File: src/rtl/scan_coord_ctrl.sv
// Raster/serpentine (x, y) coordinate sequencer; serpentine rows compiled in with SCAN_SERPENTINE_EN.
// Latency: (0,0) is presented one cycle after start; then one coordinate per cycle with no row bubbles.
// Backpressure: coord_valid stays high and x, y and the flags hold while coord_ready is low.
module scan_coord_ctrl #(
    parameter int X_W = 10,
    parameter int Y_W = 10
) (
    input  logic           clk,
    input  logic           n_rst,
    input  logic           start,
    input  logic           abort,
    input  logic [X_W-1:0] img_w,
    input  logic [Y_W-1:0] img_h,
    input  logic           coord_ready,
    output logic           coord_valid,
    output logic [X_W-1:0] x_out,
    output logic [Y_W-1:0] y_out,
    output logic           first_px,
    output logic           last_px,
    output logic           scan_dir,
    output logic           busy,
    output logic           done
);

    localparam logic [1:0] ST_IDLE = 2'd0;
    localparam logic [1:0] ST_SCAN = 2'd1;
    localparam logic [1:0] ST_DONE = 2'd2;

    logic [1:0]     r_state;
    logic [X_W-1:0] r_x;
    logic [Y_W-1:0] r_y;
    logic [X_W-1:0] r_w_last;
    logic [Y_W-1:0] r_h_last;
    logic           w_dir;
    logic           w_row_end;
    logic           w_last_row;
    logic           w_scan;

    assign w_scan     = (r_state == ST_SCAN);
    assign w_row_end  = w_dir ? (r_x == '0) : (r_x == r_w_last);
    assign w_last_row = (r_y == r_h_last);

`ifdef SCAN_SERPENTINE_EN
    logic r_dir;

    // Direction flips on every row change so odd rows run right-to-left.
    always_ff @(posedge clk or negedge n_rst) begin
        if (!n_rst) begin
            r_dir <= 1'b0;
        end else if (!abort) begin
            if (r_state == ST_IDLE && start) begin
                r_dir <= 1'b0;
            end else if (w_scan && coord_ready && w_row_end && !w_last_row) begin
                r_dir <= ~r_dir;
            end
        end
    end

    assign w_dir = r_dir;
`else
    assign w_dir = 1'b0;
`endif

    always_ff @(posedge clk or negedge n_rst) begin
        if (!n_rst) begin
            r_state  <= ST_IDLE;
            r_x      <= '0;
            r_y      <= '0;
            r_w_last <= '0;
            r_h_last <= '0;
        end else if (abort) begin
            r_state <= ST_IDLE;
        end else begin
            case (r_state)
                ST_IDLE: begin
                    if (start) begin
                        r_w_last <= img_w;
                        r_h_last <= img_h;
                        r_x      <= '0;
                        r_y      <= '0;
                        r_state  <= ST_SCAN;
                    end
                end
                ST_SCAN: begin
                    if (coord_ready) begin
                        if (!w_row_end) begin
                            r_x <= w_dir ? (r_x - 1'b1) : (r_x + 1'b1);
                        end else if (!w_last_row) begin
                            r_y <= r_y + 1'b1;
`ifndef SCAN_SERPENTINE_EN
                            r_x <= '0;
`endif
                        end else begin
                            r_state <= ST_DONE;
                        end
                    end
                end
                ST_DONE: r_state <= ST_IDLE;
                default: r_state <= ST_IDLE;
            endcase
        end
    end

    // All outputs decode registered state only; no input reaches an output combinationally.
    assign coord_valid = w_scan;
    assign x_out       = r_x;
    assign y_out       = r_y;
    assign first_px    = w_scan && (r_x == '0) && (r_y == '0);
    assign last_px     = w_scan && w_last_row && w_row_end;
    assign scan_dir    = w_dir;
    assign busy        = (r_state == ST_SCAN) || (r_state == ST_DONE);
    assign done        = (r_state == ST_DONE);

endmodule
File: config.mk
export PLATFORM = sky130hd
export DESIGN_NAME = scan_coord_ctrl
export DESIGN_NICKNAME = d
export VERILOG_FILES = /design/src/rtl/scan_coord_ctrl.sv
export SDC_FILE = /design/constraint.sdc
export NUM_CORES = 1
export LEC_CHECK = 0
export ABC_AREA = 1
export BUFFER_PORTS_ARGS = -buffer_cell sky130_fd_sc_hd__buf_2
export CORE_MARGIN = 5
export CORE_UTILIZATION = 45
export DETAILED_ROUTE_END_ITERATION = 7
export PLACE_DENSITY = 0.64
export SYNTH_ARGS = -nofsm -noshare
export SYNTH_HDL_FRONTEND = slang
export SYNTH_SLANG_ARGS = --single-unit
File: constraint.sdc
create_clock -name clk -period 4.7 [get_ports clk]
set_input_delay 0.47 -clock clk [delete_from_list [all_inputs] [get_ports clk]]
set_output_delay 0.47 -clock clk [all_outputs]
set_load 0.02 [all_outputs]
# Word level (Yosys, flattened, before mapping)
# Index checks and enable logic that the tools add are counted.
[word_totals]
register_bits = 42
latchBits = 0
ram_bits = 0
romBits = 0
in_bits = 25
out_inout_bits = 26
mem_count = 0
[op_classes]
addsub = 2
n_mul = 0
div_mod_pow = 0
order_cmp = 0
n_eq_ne = 13
shifts = 0
muxes = 15
n_bitwise = 1
reduce_logical = 13
[op_table]
columns = ["op", "n"]
rows = [
  ["$mux W10", 7],
  ["$pmux W10 S2", 2],
  ["$add A10 B1 Y10 const B", 2],
  ["$eq A10 B10 Y1", 2],
  ["$logic_not A10 Y1", 2],
  ["$ne A3 B3 Y1 const B", 5],
  ["$mux W2", 5],
  ["$ne A2 B2 Y1 const B", 4],
  ["$reduce_and A6 Y1", 1],
  ["$reduce_and A5 Y1", 1],
  ["$logic_and A1 B1 Y1", 4],
  ["$pmux W2 S2", 1],
  ["$reduce_and A4 Y1", 1],
  ["$reduce_and A3 Y1", 1],
  ["$eq A2 B1 Y1 const B", 1],
  ["$eq A2 B2 Y1 const B", 1],
  ["$logic_not A2 Y1", 1],
  ["$reduce_bool A2 Y1", 1],
  ["$logic_or A1 B1 Y1", 1],
  ["$not A1 Y1", 1],
]

# Logic depth before layout (Yosys ltp)
# Gate-level depths: netlist of run 1.
[depth]
ltp_word = 6
mapped_depth = 11

# Worst setup path after synthesis of run 1
# Ideal clock, no wire load.
[synth_timing]
kind = "flip-flop to output port"
from = "register r_state[1]"
to = "output first_px"
t_arrival_ns = 1.915
slack_ns = 2.315
path_stages_with_launch = 8
path_buffers = 1
path_cell_list = "dfrtp_1 inv_1 ha_1 inv_2 buf_6 nor4_2 nand4_1 nor4_2"
[synth_between]
elab_chain_len = 3
[synth_lines]
columns = ["element", "line", "text"]
rows = [
  ["start, declared", "29", "logic [1:0] r_state;"],
  ["start signal, assigned", "66", "r_state <= ST_IDLE;"],
  ["start signal, assigned", "72", "r_state <= ST_IDLE;"],
  ["start signal, assigned", "81", "r_state <= ST_SCAN;"],
  ["$eq A2 B1 Y1", "39", "assign w_scan = (r_state == ST_SCAN);"],
  ["net coord_valid", "15", "output logic coord_valid,"],
  ["$logic_and A1 B1 Y1 (2 in a row)", "108", "assign first_px = w_scan && (r_x == '0) && (r_y == '0);"],
  ["end, declared", "18", "output logic first_px,"],
]
# The timed path passes the listed nets, and every way through them passes these cells.

# Final worst setup path of run 1
[layout_timing]
from = "register r_state[1]"
to = "output first_px"
[layout_between]
elab_chain_len = 3
[layout_lines]
columns = ["element", "line"]
rows = [
  ["$eq A2 B1 Y1", "39"],
  ["$logic_and A1 B1 Y1 (2 in a row)", "108"],
]
# Every way passes these cells.

==> metrics, run 1 <==
Core Region=0.005886 mm^2; number of synthesized flops with an enable pin=0; H-tree depth=2; die height=87.77 um; final hold vios=0; RSZ-0062 raised after global routing=no; total negative slack=0 ps; post-cts sizing count=0; post-route minimum period=2600 ps; Mapped Cells=361; Mapped Nets=394; clk_skew=6.957 ps; Tightest Pin Transition=961.2 ps; ANT nets after route=0; P_sw=528.7 uW; number of global-route vias before repair=2296; post-synthesis cell type count=36; Synth Register Bits=42; clk buf depth=2; Initial Utilization=46.24%; P_int=796.5 uW; ant diodes=0; wl on met1=2.721 mm; highest metal used=met4; syn_area_per_cell=7.538 um^2; Static Leak=0.001665 uW; via count=2384; first-pass GRT wire length=10.52 mm; Pre-antenna DRT Iters=4; register area share after synthesis=38.62%; combinational share of power=39.3%; power per cell area=429.0 mW/mm^2; Hold Crit Class=input port to async pin; metal3 WL=295 um; Mapped Area=0.002721 mm^2; # DRC=0; CTS tree=yes; clock share of power=21.3%; reg-to-reg startpoint=r_state[1]$_DFFE_PN0P_; non-filler instance count after layout=482; clk root buf=clkbuf_8; number of cells on the worst reg-to-reg path=10; Sw Share=39.90%; worst vdd ir=0.0002214 V; Placed Cells=474; ys async rst share=100.0%; drt via density=4.946; drt wl/cell=12.47 um; final core utilization=52.49%; NumNets Final=439; Max-cap violations=0; largest net degree at the start of global routing=43; Num CTS Buffers=5; width of the die=87.77 um; GRT Util Overall=17.02%; number of clock sinks=42; CP Data Arrival Time=2130 ps; status=completed; # IOs=51; synth warn=0; post-DP HPWL=4.599 mm; Total Wirelength=6.011 mm; gr ovfl total=0; share of cells above drive strength 1=23.10%; clk slew on worst S/H paths=80 ps; Worst R2R End=y_out[3]$_DFFE_PN0P_; Rel. slew slack=35.92%; worst skew pair latency=290 ps; die area=0.007703 mm^2; worst-path fanout max=13; total power=1325 uW; Tcrit/Tclk final=55.31%; synth-to-layout area growth=13.52%; CP startpoint kind=flop; prevailing post-synth register cell=dfrtp_1; critical path type=flop to primary output; sequential share of power=39.3%; Max Clk Rate=0.3847 GHz; required time of the critical path=4230 ps; PortBufs=49; CP Capture Type=primary output; worst reg-to-reg setup slack=2620 ps; Post-CTS Hold Buffers=0; max-slew violations=0; Initial DRC Count=138; # rows=28; initial antenna violation count=0; WL met2=2.932 mm; Placer Congestion=0.8221; # Post-CTS Setup Buffers=0; Finish-stage setup viols=0
critical path: stages, from the launching register on:
cell and delay [ps]:
dfrtp_1 400, inv_1 100, ha_1 370, inv_2 210
nor4_2 230, nand4_1 130, nor4_2 180, buf_2 210
worst max-delay path by stage:
stage,startpoint,endpoint,slack [ps],cells after the start
finish,r_state[1]$_DFFE_PN0P_,first_px,2100,7
global route,r_state[1]$_DFFE_PN0P_,first_px,1900,7
CTS,r_state[1]$_DFFE_PN0P_,first_px,2060,7
detailed placement,r_state[1]$_DFFE_PN0P_,first_px,2390,7
global placement,r_state[1]$_DFFE_PN0P_,first_px,2410,7
floorplan,r_state[1]$_DFFE_PN0P_,first_px,2320,7
registers in the layout, indices dropped and copies added, names as in the netlist:
name,cells
x_out,10
r_h_last,10
r_w_last,10
y_out,10
r_state,2
metrics by stage:
step / setup slack, ps / hold slack [ps] / instance area, um^2
global route: 1902 / 393.8 / 3089
detailed placement: 2389 / 494.8 / 2983
finish: 2100 / 328.2 / 3089
global placement: 2411 / 486.2 / 2983
floorplan: 2315 / 174.4 / 2721
CTS: 2056 / 352.3 / 3089
logic make-up (layout without fill, tap and decap cells):
logic type               count (synthesis)  after routing  share of synthesized area (%)
XOR/XNOR                                10             10                          3.219
other                                    1              1                         0.1378
AO/OA/AOI/OAI                           23             23                          5.288
multiplexers                             6              6                          2.483
flip-flops                              42             42                          38.62
adder cells (fa/ha/maj)                  8              8                          3.678
buffers and inverters                   60            106                          9.747
AND/OR/NAND/NOR                        211            211                          36.83
cell usage in the layout (no fill, tap or decap), types with 2 or more instances in the layout:
cell	count
nand2_1	114
buf_2	49
nor4_2	2
nand3_2	2
o21ai_0	3
nor2_4	4
nor2_1	38
dfrtp_1	42
mux2_2	6
nor3b_1	2
clkbuf_1	2
nand4_1	19
nand2_2	2
inv_2	11
clkbuf_8	5
nor3_1	2
nand3_1	14
ha_1	8
nand3b_1	3
a21oi_1	15
nand2_4	2
inv_1	36
nor2_2	3
xor2_1	9
nand3_4	2
Yosys cell counts, types with 4 or more instances:
library cell / number / area share, %
a21oi_1: 15 / 2.8
buf_2: 5 / 0.92
dfrtp_1: 42 / 39
ha_1: 8 / 3.7
inv_1: 36 / 5.0
inv_2: 11 / 1.5
mux2_2: 6 / 2.5
nand2_1: 114 / 16
nand3_1: 14 / 2.6
nand4_1: 19 / 4.4
nor2_1: 38 / 5.2
nor2_4: 4 / 1.7
xor2_1: 9 / 2.9
routing by layer:
metal | up-vias | global-route usage [%]
met5 | - | 0
met4 | 0 | 4.184
met3 | 6 | 3.387
met2 | 48 | 28.70
met1 | 1111 | 22.46
li1 | 1219 | -
layout make-up:
| type | instances | area [um^2] |
|---|---|---|
| clock inverter | 1 | 30.03 |
| inverter | 48 | 180.2 |
| clock buffer | 7 | 76.32 |
| timing repair buffer | 50 | 252.7 |
| fill | 599 | 2796 |
| sequential | 42 | 1051 |
| multi-input combinational | 259 | 1405 |
| tap | 75 | 93.84 |
power groups by stage:
stage	Combinational [uW]	Sequential, uW	Clock (uW)
2_1_floorplan	415	531	0
3_3_place_gp	520	525	0
3_5_place_dp	529	530	0
4_1_cts	531	523	292
5_1_grt	595	536	307
6_report	521	521	283
No activity file was read; power rests on OpenSTA's default activity.
==> run 2: changes to the inputs <==
--- a/config.mk
+++ b/config.mk
@@ -5,12 +5,12 @@
 export SDC_FILE = /design/constraint.sdc
 export NUM_CORES = 1
 export LEC_CHECK = 0
-export ABC_AREA = 1
+export ABC_AREA = 0
 export BUFFER_PORTS_ARGS = -buffer_cell sky130_fd_sc_hd__buf_2
 export CORE_MARGIN = 5
 export CORE_UTILIZATION = 45
 export DETAILED_ROUTE_END_ITERATION = 7
-export PLACE_DENSITY = 0.64
+export PLACE_DENSITY = 0.65
 export SYNTH_ARGS = -nofsm -noshare
 export SYNTH_HDL_FRONTEND = slang
 export SYNTH_SLANG_ARGS = --single-unit
==> constraint.sdc (replaced) <==
create_clock -name clk -period 2.67 [get_ports clk]
set_input_delay 0.267 -clock clk [delete_from_list [all_inputs] [get_ports clk]]
set_output_delay 0.267 -clock clk [all_outputs]
set_load 0.02 [all_outputs]
==> run 2 against run 1 <==
Net effect:
- combinational power increased by 25%
- global-route usage decreased by 0.89 points
- cell count decreased by 25%
- synthesized area decreased by 8.6%
- power increased by 51%
- first-iteration DRC count decreased by 9.4%
- clock skew decreased by 4.4 ps
- clock power increased by 51%
- via count decreased by 19%
- cell area decreased by 5.7%
- sequential share of layout area increased by 2.0 points
==> metrics, run 2 <==
number of synthesized flops with an enable pin=0 (unchanged); Finish-stage setup viols=0 (unchanged); worst path bufs/invs=3 (unchanged); Pre-antenna DRT Iters=4 (unchanged); number of global-route vias before repair=1855 (was 2296); die height=84.35 um (was 87.77 um); PortBufs=49 (unchanged); P_int=1338 uW (was 796.5 uW); H-tree depth=2 (unchanged); # DRC=0 (unchanged); max-slew violations=0 (unchanged); Tcrit/Tclk final=93.92%; worst hold slack=111.7 ps (was 328.2 ps); GRT Util Overall=16.13% (was 17.02%); Hold Crit Class=input port to async pin (unchanged); first-pass GRT wire length=9.273 mm (was 10.52 mm); die area=0.007114 mm^2 (was 0.007703 mm^2); fill cell count=503 (was 599); Initial Utilization=45.73% (was 46.24%); clock share of power=21.3% (about the same); Max Clk Rate=0.3988 GHz; CP cell instances=inv_1, ha_2, inv_1, nor4_1, nand4_1, nor4_1, buf_2 (was inv_1, ha_1, inv_2, nor4_2, nand4_1, nor4_2, buf_2); worst skew pair latency=290 ps (about the same); sequential share of power=46.2% (was 39.3%); mux contribution to synthesized area=9.909% (was 2.483%); Slowest-stage cell, CP=dfrtp_1 (unchanged); top cells by count, synth=42 x dfrtp_1, 20 x mux2_2, 20 x xnor2_1 (was 114 x nand2_1, 42 x dfrtp_1, 38 x nor2_1); post-synthesis cell type count=50 (was 36); Post-Synth Simple-Gate Area=16.70% (was 36.83%); Initial DRC Count=125 (was 138); share of the synthesized area in the top cell type=42.25% (was 38.62%); Mapped Nets=270 (was 394); cell taking the most area after synthesis=dfrtp_1 (unchanged); Place WS=403.5 ps (was 2389 ps); total negative slack=0 ps (unchanged); Core Region=0.005439 mm^2 (was 0.005886 mm^2); combinational share of power=32.5% (was 39.3%); Synth Register Bits=42 (unchanged); clk buf depth=2 (unchanged); post-route minimum period=2508 ps; largest net degree at the start of global routing=43 (unchanged); Total Wirelength=5.501 mm (was 6.011 mm); main area contributors after synthesis=dfrtp_1 42%, mux2_2 9.1%, xnor2_1 7.0% (was dfrtp_1 39%, nand2_1 16%, nor2_1 5.2%); max incr delay on CP=380 ps (was 400 ps); NumNets Final=322 (was 439); register area share after synthesis=42.25% (was 38.62%); placed inst area=0.002816 mm^2 (was 0.002983 mm^2); ANT nets after route=0 (unchanged); P_sw=669.2 uW (was 528.7 uW); required time of the critical path=2400 ps (was 4230 ps); gr ovfl total=0 (unchanged); Max-cap violations=0 (unchanged); commonest non-fill, non-tap cell in the layout=buf_2 (was nand2_1); drt wl/cell=15.20 um (was 12.47 um); syn_area_per_cell=10.50 um^2 (was 7.538 um^2); Sw Share=33.34% (was 39.90%); Synth Area in XOR/XNOR=10.16% (was 3.218%); prevailing post-synth register cell=dfrtp_1 (unchanged); Largest delay share family, worst path=simple AND/OR/NAND/NOR gates (unchanged); CP Capture Type=primary output (unchanged); CP Data Arrival Time=2240 ps (was 2130 ps); post-DP HPWL=4.124 mm (was 4.599 mm); clk slew on worst S/H paths=80 ps (about the same); Setup WS post-layout=162.2 ps (was 2100 ps); most frequent cell after synthesis=dfrtp_1 (was nand2_1); CTS tree=yes (unchanged); Tightest Pin Transition=937.2 ps (was 961.2 ps); Design Area, Final=0.002914 mm^2 (was 0.003089 mm^2); clk root buf=clkbuf_8 (unchanged); Mapped Area=0.002487 mm^2 (was 0.002721 mm^2); final hold vios=0 (unchanged); initial antenna violation count=0 (unchanged); most frequent cells in the layout=49 x buf_2, 42 x dfrtp_1, 20 x xnor2_1, 20 x mux2_2, 15 x inv_1 (was 114 x nand2_1, 49 x buf_2, 42 x dfrtp_1); worst vdd ir=0.0004454 V (was 0.0002214 V); synth-to-layout area growth=17.15% (was 13.52%); critical path type=flop to primary output (unchanged); number of clock sinks=42 (unchanged); compound-gate portion of the synthesized area=11.27% (was 5.287%); Synth Area in Adders=4.024% (was 3.678%); clk_skew=2.535 ps (was 6.957 ps); share of cells above drive strength 1=34.48% (was 23.10%); width of the die=84.35 um (was 87.77 um); # rows=27 (was 28); ys async rst share=100.0% (unchanged); largest family of logic cells by synthesized area=simple AND/OR/NAND/NOR gates (unchanged); Rel. slew slack=37.52% (was 35.92%); # IOs=51 (unchanged); Num CTS Buffers=5 (unchanged); via count=1934 (was 2384); worst-path fanout max=8 (was 13); Placer Congestion=0.8314 (was 0.8221); ant diodes=0 (unchanged); drt via density=5.343 (was 4.946); status=completed (unchanged); RSZ-0062 raised after global routing=no (unchanged); synth warn=0 (unchanged); Static Leak=0.001334 uW (was 0.001665 uW); CP startpoint kind=flop (unchanged); Mapped Cells=237 (was 361); power per cell area=688.9 mW/mm^2 (was 429.0 mW/mm^2)
==> run 2: cell count changes after synthesis, sizes merged, moves of 6 or more <==
cell / delta
o21ai: +6
nand4: -12
nand2: -105
clkbuf: +7
xor2: -7
a21oi: -16
nand3: -10
mux2: +15
nor2: -31
inv: -32
xnor2: +22
==> run 2: worst paths after layout <==
kind,start,to,slack (ps),cells after the start
min in group clk,abort,r_state[1]$_DFFE_PN0P_,190,2
max in group asynchronous,n_rst,y_out[0]$_DFFE_PN0P_,1980,1
hold reg to reg,r_h_last[8]$_DFFE_PN0P_,r_h_last[8]$_DFFE_PN0P_,540,1
setup / recovery,r_state[1]$_DFFE_PN0P_,first_px,160,7
setup reg to reg,x_out[6]$_DFFE_PN0P_,x_out[4]$_DFFE_PN0P_,440,5
hold / removal,n_rst,r_w_last[1]$_DFFE_PN0P_,110,1
==> run 2: kinds of logic after synthesis <==
kind of cell | after synthesis
muxes | 22
DFF | 42
other | 1
buffers and inverters | 29
and+or+nand+nor | 74
adders and majority gates | 8
xor gates and xnor gates | 25
AOI/OAI and AO/OA | 36
==> run 2: repair_timing <==
| item | in CTS | in global routing |
|---|---|---|
| gates resized for setup | 0 | 1 |
| buffers inserted | 0 | 0 |
| setup endpoints to repair | 0 | 1 |
| hold buffers | 0 | 0 |
==> run 2: layout make-up <==
cell class / instances / area, um^2 / share of cell area, %
Multi-Input combinational cell: 166 / 1301 / 44.65
Inverter: 15 / 56.30 / 1.932
Clock buffer: 6 / 82.58 / 2.834
Clock inverter: 2 / 12.51 / 0.4294
Timing Repair Buffer: 59 / 320.3 / 10.99
Sequential cell: 42 / 1051 / 36.07
Tap cell: 72 / 90.09 / 3.091
==> run 2: power by group through the flow <==
stage                     Sequential, uW  Clock [uW]  Combinational, uW
after floorplan                      921           0                497
after global placement               934           0                647
after detailed placement             942           0                656
after CTS                            928         451                660
after global routing                 947         481                722
final                                927         428                653
==> run 2: stage by stage <==
step,total power [uW],instances,util (%)
after floorplan,1419,237,-
after global placement,1581,354,51.78
after detailed placement,1597,354,51.78
after CTS,2039,362,53.53
after global routing,2151,362,53.58
final,2008,362,53.58
==> run 2: per-layer routing <==
layer / GRT usage [%] / routed length (um) / part of all wire (%) / up-vias
met5: 0 / 0 / 0 / -
met4: 5.468 / 64 / 1.2 / 0
met3: 3.337 / 345 / 6.3 / 5
met2: 25.11 / 2503 / 46 / 58
met1: 22.43 / 2587 / 47 / 924
li1: - / - / - / 947
